### src/rtl/output_display_driver.sv
// Display driver for the OUT register: sequential double-dabble BCD conversion of each
// loaded value, optional sign, and a 4-digit multiplexed common-anode 7-segment scan.
module output_display_driver #(
    parameter int unsigned DATA_WIDTH = 8,
    parameter int unsigned SCAN_DIV   = 1000
) (
    input  logic                  clk,
    input  logic                  reset,
    input  logic                  load_i,
    input  logic [DATA_WIDTH-1:0] data_i,
    input  logic                  signed_i,
    output logic                  busy_o,
    output logic [11:0]           bcd_o,
    output logic                  neg_o,
    output logic [3:0]            an_o,
    output logic [6:0]            seg_o
);

    localparam int unsigned BW = 12;
    localparam int unsigned SW = BW + DATA_WIDTH;
    localparam int unsigned CW = $clog2(DATA_WIDTH);
    localparam int unsigned PW = $clog2(SCAN_DIV);
    localparam logic [6:0]  SEG_BLANK = 7'h7F;
    localparam logic [6:0]  SEG_MINUS = 7'h3F;

    typedef enum logic [1:0] {
        S_IDLE    = 2'd0,
        S_CONVERT = 2'd1,
        S_COMMIT  = 2'd2
    } state_e;

    state_e                state_q, state_d;
    logic [DATA_WIDTH-1:0] mag_q, mag_d;
    logic [BW-1:0]         work_q, work_d;
    logic                  neg_work_q, neg_work_d;
    logic [CW-1:0]         cnt_q, cnt_d;
    logic                  pend_valid_q, pend_valid_d;
    logic [DATA_WIDTH-1:0] pend_data_q, pend_data_d;
    logic                  pend_signed_q, pend_signed_d;
    logic                  busy_q, busy_d;
    logic [BW-1:0]         bcd_q, bcd_d;
    logic                  neg_q, neg_d;
    logic [PW-1:0]         presc_q, presc_d;
    logic [1:0]            idx_q, idx_d;
    logic [3:0]            an_q, an_d;
    logic [6:0]            seg_q, seg_d;

    logic [BW-1:0]         adj;
    logic [SW-1:0]         shifted;

    function automatic logic [3:0] add3(input logic [3:0] n);
        return (n >= 4'd5) ? 4'(n + 4'd3) : n;
    endfunction

    function automatic logic [6:0] seg7(input logic [3:0] d);
        logic [6:0] s;
        case (d)
            4'd0:    s = 7'h40;
            4'd1:    s = 7'h79;
            4'd2:    s = 7'h24;
            4'd3:    s = 7'h30;
            4'd4:    s = 7'h19;
            4'd5:    s = 7'h12;
            4'd6:    s = 7'h02;
            4'd7:    s = 7'h78;
            4'd8:    s = 7'h00;
            4'd9:    s = 7'h10;
            default: s = SEG_BLANK;
        endcase
        return s;
    endfunction

    function automatic logic [DATA_WIDTH-1:0] magnitude(input logic [DATA_WIDTH-1:0] d,
                                                        input logic sgn);
        return (sgn && d[DATA_WIDTH-1]) ? DATA_WIDTH'(~d + 1'b1) : d;
    endfunction

    // State register
    always_ff @(posedge clk or negedge reset) begin
        if (!reset) state_q <= S_IDLE;
        else        state_q <= state_d;
    end

    // Next-state logic
    always_comb begin
        state_d = state_q;
        case (state_q)
            S_IDLE:    if (load_i) state_d = S_CONVERT;
            S_CONVERT: if (cnt_q == CW'(DATA_WIDTH - 1)) state_d = S_COMMIT;
            S_COMMIT:  state_d = (pend_valid_q || load_i) ? S_CONVERT : S_IDLE;
            default:   state_d = S_IDLE;
        endcase
    end

    // Datapath and output next values
    always_comb begin
        mag_d         = mag_q;
        work_d        = work_q;
        neg_work_d    = neg_work_q;
        cnt_d         = cnt_q;
        pend_valid_d  = pend_valid_q;
        pend_data_d   = pend_data_q;
        pend_signed_d = pend_signed_q;
        bcd_d         = bcd_q;
        neg_d         = neg_q;
        adj           = {add3(work_q[11:8]), add3(work_q[7:4]), add3(work_q[3:0])};
        shifted       = {adj, mag_q} << 1;

        case (state_q)
            S_IDLE: begin
                if (load_i) begin
                    mag_d      = magnitude(data_i, signed_i);
                    neg_work_d = signed_i && data_i[DATA_WIDTH-1];
                    work_d     = '0;
                    cnt_d      = '0;
                end
            end
            S_CONVERT: begin
                work_d = shifted[SW-1:DATA_WIDTH];
                mag_d  = shifted[DATA_WIDTH-1:0];
                cnt_d  = CW'(cnt_q + 1'b1);
                if (load_i) begin
                    pend_valid_d  = 1'b1;
                    pend_data_d   = data_i;
                    pend_signed_d = signed_i;
                end
            end
            S_COMMIT: begin
                bcd_d  = work_q;
                neg_d  = neg_work_q;
                work_d = '0;
                cnt_d  = '0;
                // A waiting value restarts first; a same-edge load then refills the slot
                if (pend_valid_q) begin
                    mag_d        = magnitude(pend_data_q, pend_signed_q);
                    neg_work_d   = pend_signed_q && pend_data_q[DATA_WIDTH-1];
                    pend_valid_d = load_i;
                    if (load_i) begin
                        pend_data_d   = data_i;
                        pend_signed_d = signed_i;
                    end
                end else if (load_i) begin
                    mag_d      = magnitude(data_i, signed_i);
                    neg_work_d = signed_i && data_i[DATA_WIDTH-1];
                end
            end
            default: ;
        endcase

        busy_d = (state_d != S_IDLE);
    end

    // Scan prescaler, digit select and segment encoding
    always_comb begin
        presc_d = PW'(presc_q + 1'b1);
        idx_d   = idx_q;
        if (presc_q == PW'(SCAN_DIV - 1)) begin
            presc_d = '0;
            idx_d   = 2'(idx_q + 2'd1);
        end
        an_d = ~(4'b0001 << idx_q);
        case (idx_q)
            2'd0:    seg_d = seg7(bcd_q[3:0]);
            2'd1:    seg_d = (bcd_q[11:4] == 8'h00) ? SEG_BLANK : seg7(bcd_q[7:4]);
            2'd2:    seg_d = (bcd_q[11:8] == 4'h0) ? SEG_BLANK : seg7(bcd_q[11:8]);
            default: seg_d = neg_q ? SEG_MINUS : SEG_BLANK;
        endcase
    end

    always_ff @(posedge clk or negedge reset) begin
        if (!reset) begin
            mag_q         <= '0;
            work_q        <= '0;
            neg_work_q    <= 1'b0;
            cnt_q         <= '0;
            pend_valid_q  <= 1'b0;
            pend_data_q   <= '0;
            pend_signed_q <= 1'b0;
            busy_q        <= 1'b0;
            bcd_q         <= '0;
            neg_q         <= 1'b0;
            presc_q       <= '0;
            idx_q         <= '0;
            an_q          <= 4'b1111;
            seg_q         <= SEG_BLANK;
        end else begin
            mag_q         <= mag_d;
            work_q        <= work_d;
            neg_work_q    <= neg_work_d;
            cnt_q         <= cnt_d;
            pend_valid_q  <= pend_valid_d;
            pend_data_q   <= pend_data_d;
            pend_signed_q <= pend_signed_d;
            busy_q        <= busy_d;
            bcd_q         <= bcd_d;
            neg_q         <= neg_d;
            presc_q       <= presc_d;
            idx_q         <= idx_d;
            an_q          <= an_d;
            seg_q         <= seg_d;
        end
    end

    assign busy_o = busy_q;
    assign bcd_o  = bcd_q;
    assign neg_o  = neg_q;
    assign an_o   = an_q;
    assign seg_o  = seg_q;

endmodule

### config.mk
export PLATFORM = sky130hd
export DESIGN_NAME = output_display_driver
export DESIGN_NICKNAME = d
export VERILOG_FILES = /design/src/rtl/output_display_driver.sv
export SDC_FILE = /design/constraint.sdc
export NUM_CORES = 1
export LEC_CHECK = 0
export BUFFER_PORTS_ARGS = -buffer_cell sky130_fd_sc_hd__clkbuf_2
export CORE_ASPECT_RATIO = 1.75
export CORE_MARGIN = 2
export CORE_UTILIZATION = 35
export CTS_CLUSTER_DIAMETER = 50
export DETAILED_ROUTE_END_ITERATION = 6
export HOLD_SLACK_MARGIN = 0.15
export MAX_ROUTING_LAYER = met4
export PLACE_DENSITY = 0.47
export SETUP_SLACK_MARGIN = 0.4
export SLEW_MARGIN = 20
export SYNTH_ARGS = -nofsm -noshare
export SYNTH_HDL_FRONTEND = slang
export SYNTH_SLANG_ARGS = --single-unit
### constraint.sdc
create_clock -name clk -period 2 [get_ports clk]
set_input_delay 0.4 -clock clk [delete_from_list [all_inputs] [get_ports clk]]
set_output_delay 0.4 -clock clk [all_outputs]
set_load 0.05 [all_outputs]
[Word level (Yosys, flattened, before mapping)]
Memory sizes are Yosys's and may differ from the RTL's.
Index checks and enable logic that the tools add are counted.
Cells by class
  add/subtract/negate cells: 8
  magnitude comparators: 3
  equal/unequal tests: 9
  shift operators: 1
  multiplexer cells: 33
  bitwise logic cells: 3
  reductions and logical operators: 14
Operator list (count)
  $mux 8: 6
  $pmux 12 s3: 1
  $pmux 8 s3: 1
  $mux 7: 3
  $pmux 7 s3: 1
  $add 8x1->8 const B: 2
  $not 8->8: 2
  $pmux 8 s2: 1
  $ge 4x3->1 const B: 3
  $mux 12: 1
  $add 10x1->10 const B: 1
  $eq 10x10->1 const B: 1
  $mux 10: 1
  $pmux 3 s3: 1
  $add 4x2->4 const B: 2
  $logic_not 8->1: 1
  $mux 4: 2
  $mux 1: 7
  $mux 3: 2
  $ne 2x2->1 const B: 3
  $pmux 1 s2: 3
  $pmux 2 s3: 1
  $reduce_and 2->1: 3
  $reduce_bool 2->1: 3
  14 further kinds: 19
Storage, ports and cells
  flip-flop bits (word level): 73
  memory bits (read-only): 336
  input bits: 12
  logic and storage cells: 89
  memories: 3
Memory list
  (name not given): words 16, width 7, read ports 1, clocked after memory_dff 0, wr ports 0, RTL line 57  | case (d)
  (name not given): words 16, width 7, read ports 1, clocked after memory_dff 0, wr ports 0, RTL line 57
  (name not given): words 16, width 7, read ports 1, clocked after memory_dff 0, wr ports 0, RTL line 57

[Longest topological paths before layout]
  word-level depth: 6
  depth in mapped cells: 8
  depth with buffers taken out: 7

[Worst setup path after synthesis]
Ideal clock, no wire load.
  path kind: register -> register
  start: register bcd_q[1], in the netlist bcd_o[1]
  end: register seg_q[3], in the netlist seg_o[3]
  library setup time: 0.087 ns
  data arrival time: 1.735 ns
  setup slack: 0.178 ns
  cell stages (with the launch flop): 8
  path buffers: 0
  period minus slack after synthesis: 1.822 ns
  cells stage by stage: dfrtp_1 inv_1 ha_1 mux2_2 o21ai_0 a21oi_1 nor2_1 nand3_1
On the way
  longest elaborated chain between the ends: 2
Ends and longest elaborated chain
  from (decl): RTL line 41  | logic [BW-1:0] bcd_q, bcd_d;
  from (signal assigned): RTL line 180  | bcd_q <= '0;
  from (signal assigned): RTL line 195  | bcd_q <= bcd_d;
  $mem_v2 16x7
  $pmux 7 s3: RTL line 162  | case (idx_q)
  via seg_d[3]: RTL line 46  | logic [6:0] seg_q, seg_d;
  to (signal assigned): RTL line 200  | seg_q <= seg_d;
  to (decl): RTL line 46
The timed path passes the listed nets, and every way through them passes these cells.
A chain may end at the register's enable or synchronous reset.

[Worst setup path after layout]
  start: register state_q[0]
  end: register pend_data_q[2]
On the way
  longest elaborated chain between the ends: 3
Ends and longest elaborated chain
  from (decl): RTL line 32  | state_e state_q, state_d;
  from (signal assigned): RTL line 81  | else state_q <= state_d;
  $eq 2x2->1 or $eq 2x1->1 (tied branches): RTL line 109  | case (state_q)
  $ne 2x2->1 (no source line) or $reduce_bool 2->1 (tied branches)
  $reduce_and 2->1 (no source line)
  to (signal assigned): RTL line 192  | pend_data_q <= pend_data_d;
  to (decl): RTL line 38  | logic [DATA_WIDTH-1:0] pend_data_q, pend_data_d;
Parallel ways exist; a longest one is shown, timed or not.

==> qor_table.md <==
| Parameter | Reported | Unit |
|:---|:---|:---|
| DIE WIDTH | 88.7 | um |
| Total Die Area | 13500 | um2 |
| Die extent in y | 152 | um |
| Share of the clock period used by the worst path | 82.4 | % |
| Data required time at the worst endpoint | 2210 | ps |
| Syn_nets | 523 | - |
| Number of warnings issued by yosys | 0 | - |
| Maximum number of buffers from clock root to sink | 2 | - |
| Number of cells traversed by the worst register-to-register path | 6 | - |
| Sinks on the clock net | 73 | - |
| Final antenna diode count | 0 | - |
| Worst reg2reg startpoint | state_q[0] | - |
| Clock slew at the register clock pins of the worst setup and hold paths | 60 | ps |
| Measured slew at the worst slew-check pin | 400 | ps |
| Post-synthesis area per instance | 9.24 | um2 |
| Number of iterations in the first detailed-routing pass | 5 | - |
| Starting density of the core | 35.5 | % |
| Post-route antenna net violation count | 0 | - |
| Total of buffers placed on input and output ports | 36 | - |
| NumNets Final | 586 | - |
| Detailed-route via count | 3684 | - |
| Cells after Synth | 475 | - |
| Count of cell types in the netlist | 54 | - |
| Worst EP arrival | 1860 | ps |
| Worst flop-to-flop path endpoint | pend_data_q[2] | - |
| Drt drc | 0 | - |
| First-pass GRT wire length | 18300 | um |
| Number of synthesized flops with an enable pin | 0 | - |
| Power density of the placed cells | 1080 | nW/um2 |
| Inserted Clock Buffers | 9 | - |
| HPWL Detailed | 8190 | um |
| Setup crit end kind | flip-flop | - |
| Cell with the biggest individual delay on the critical path | dfrtp_2 | - |
| Series of cell instances along the critical path | inv_4, ha_4, and2_4, o21ai_4, buf_12, mux2_4 | - |
| Routed wire length per instance | 15.7 | um |
| Final-report max-slew violation count | 0 | - |
| VDD IR max | 596 | uV |
| Critical path destination | pend_data_q[2] | - |
| Count of standard-cell rows | 54 | - |
| Total I/O pin count | 37 | - |
| Crit. Startpoint | state_q[0] | - |
| Tot GR Track Use | 18.1 | % |
| Final design utilization | 45.2 | % |
| Class of the tightest hold or removal check | primary input to flip-flop | - |
| Clock Root Buffer | clkbuf_16 | - |
| Clk Latency, worst-skew pair | 330 | ps |
| Max Fclk | 607 | MHz |
| Crit start category | flip-flop | - |
| Number of global-route vias before repair | 3673 | - |
| CTS tree | yes | - |
| Core area | 12400 | um2 |
| Total routed wirelength | 11200 | um |
| Initial drt markers | 101 | - |
| Share of the yosys chip area belonging to registers | 41.9 | % |
| Async set or reset register ratio after synthesis | 100 | % |
| Minimum period implied by the final worst setup slack | 1650 | ps |
| CTS H-Tree Depth | 3 | - |
| Remaining Overflow, GRT | 0 | - |
| Setup_tns | 0 | ps |
| Placer congestion estimate | 0.916 | - |
| Status | complete, no violations | - |
| Cell depth of the worst min-delay path | 2 | - |
| Largest net degree at the start of global routing | 34 | - |
| Filler cell count in the final layout | 1218 | - |
| Number of synthesized register bits | 73 | - |
| Leakage Power | 2.42 | nW |
| Path type of the worst setup path | flip-flop to flip-flop | - |
| Average via count per standard cell | 5.18 | - |
| Fraction of final layout cells sized beyond drive strength 1 | 32.2 | % |
| Top FF cell, synth | dfrtp_1 | - |
| Max-cap viol count | 0 | - |
| Worst reg2reg setup slack | 350 | ps |
| Worst slew margin | 73.3 | % |
| RSZ-0062 raised after global routing | true | - |
| Mapped Area | 4390 | um2 |
| Antenna violations before repair | 0 | - |
| Max stage delay on crit path | 460 | ps |
| Count of endpoints failing hold in the final timing report | 0 | - |
| Final setup viols | 0 | - |
| Final Skew | 5.17 | ps |
| Largest fanout on the critical path | 8 | - |
| Synthesis-to-layout area growth | 27.4 | % |
-- layout by cell type (no fill, tap or decap), drive strengths merged, types with 6 or more instances in the layout --
cell type and count:
a21oi 30, buf 35, clkbuf 43, dfrtp 62
dfstp 11, ha 36, inv 29, mux2 15
nand2 63, nand2b 12, nand3 12, nor2 35
nor2b 8, nor3 6, o211ai 6, o21ai 64
xnor2 11, xor2 9
-- stage by stage --
step	hold slack, ps	cells	area (um2)	power, W	worst slack, ps
3_5_place_dp	340	673	4780	0.00383	180
2_1_floorplan	104	475	4420	0.00334	362
3_3_place_gp	338	673	4780	0.00381	162
6_report	363	711	5590	0.00602	352
5_1_grt	355	711	5590	0.00639	307
4_1_cts	354	701	5320	0.00577	323
-- flip-flops by register name, summed over array words and instances, names as in the netlist, 2 cells and up --
register	cells
an_o	4
presc_q	10
cnt_q	3
bcd_o	12
idx_q	2
seg_o	7
work_q	12
pend_data_q	8
mag_q	8
state_q	2
-- cell families after synthesis --
kind of cell               after synthesis  share of synthesized area (%)
DFF                                     73                           41.9
muxes                                   18                           4.53
xor gates and xnor gates                20                           3.99
and+or+nand+nor                        144                           15.0
buffers and inverters                   46                           5.33
adders and majority gates               36                           10.3
AOI/OAI and AO/OA                      138                           18.9
-- layer usage --
| metal | GRT usage [%] | vias up | part of all wire, % |
|---|---|---|---|
| met4 | 11.7 | 0 | 7.1 |
| met2 | 30.8 | 84 | 55 |
| met3 | 3.25 | 44 | 2.6 |
| li1 | - | 1780 | - |
| met5 | - | - | 0 |
| met1 | 18.3 | 1776 | 35 |
-- report_power, final --
group | internal [W] | leakage [nW] | switching (W)
logic | 0.00107 | 1.37 | 0.00121
clock network | 0.000959 | 0.146 | 0.000623
registers | 0.00180 | 0.903 | 0.000362
total | 0.00382 | 2.42 | 0.00220
-- synth_stat cells (7+ instances only) --
cell / instances / area share (%)
dfstp_2: 11 / 6.6
mux2_2: 15 / 3.8
inv_1: 29 / 2.5
nand2b_1: 12 / 1.7
o21ai_0: 59 / 6.7
nor2_1: 35 / 3.0
ha_1: 36 / 10
a21oi_1: 30 / 3.4
nor2b_1: 8 / 1.1
nand2_1: 62 / 5.3
dfrtp_1: 62 / 35
xnor2_1: 11 / 2.2
nand3_1: 12 / 1.4
xor2_1: 9 / 1.8
buf_2: 7 / 0.80
-- how the worst min path moves through the flow --
stage / startpoint / endpoint / slack, ps
after floorplan: reset / bcd_o[0] / 100
after global placement: reset / bcd_o[10] / 340
after detailed placement: reset / bcd_o[10] / 340
after CTS: signed_i / pend_signed_q / 350
after global routing: signed_i / pend_signed_q / 350
final: signed_i / pend_signed_q / 360
-- timing repair --
item	CTS	global route
gates cloned	0	1
setup endpoints to repair	30	41
endpoints found under the hold margin	12	0
hold buffers	1	0
pin swaps	5	17
buffers inserted	11	9
gates resized for setup	40	57
-- area by class of cell --
type / instances / area, um2 / area share (%)
clock buffer: 10 / 229 / 4.09
clock inverter: 6 / 58.8 / 1.05
inverter: 29 / 116 / 2.08
multi-input combinational: 356 / 2580 / 46.2
sequential: 73 / 1860 / 33.3
tap: 168 / 210 / 3.76
timing repair buffer: 69 / 534 / 9.55
-- critical path, delay by kind of cell (launching register included) --
kind / cells / cell delay, ps
AOI/OAI and AO/OA: 1 / 60
adders and majority gates: 1 / 240
buffers and inverters: 2 / 270
DFF: 1 / 460
muxes: 1 / 300
and+or+nand+nor: 1 / 200
(Power assumes the default switching activity.)
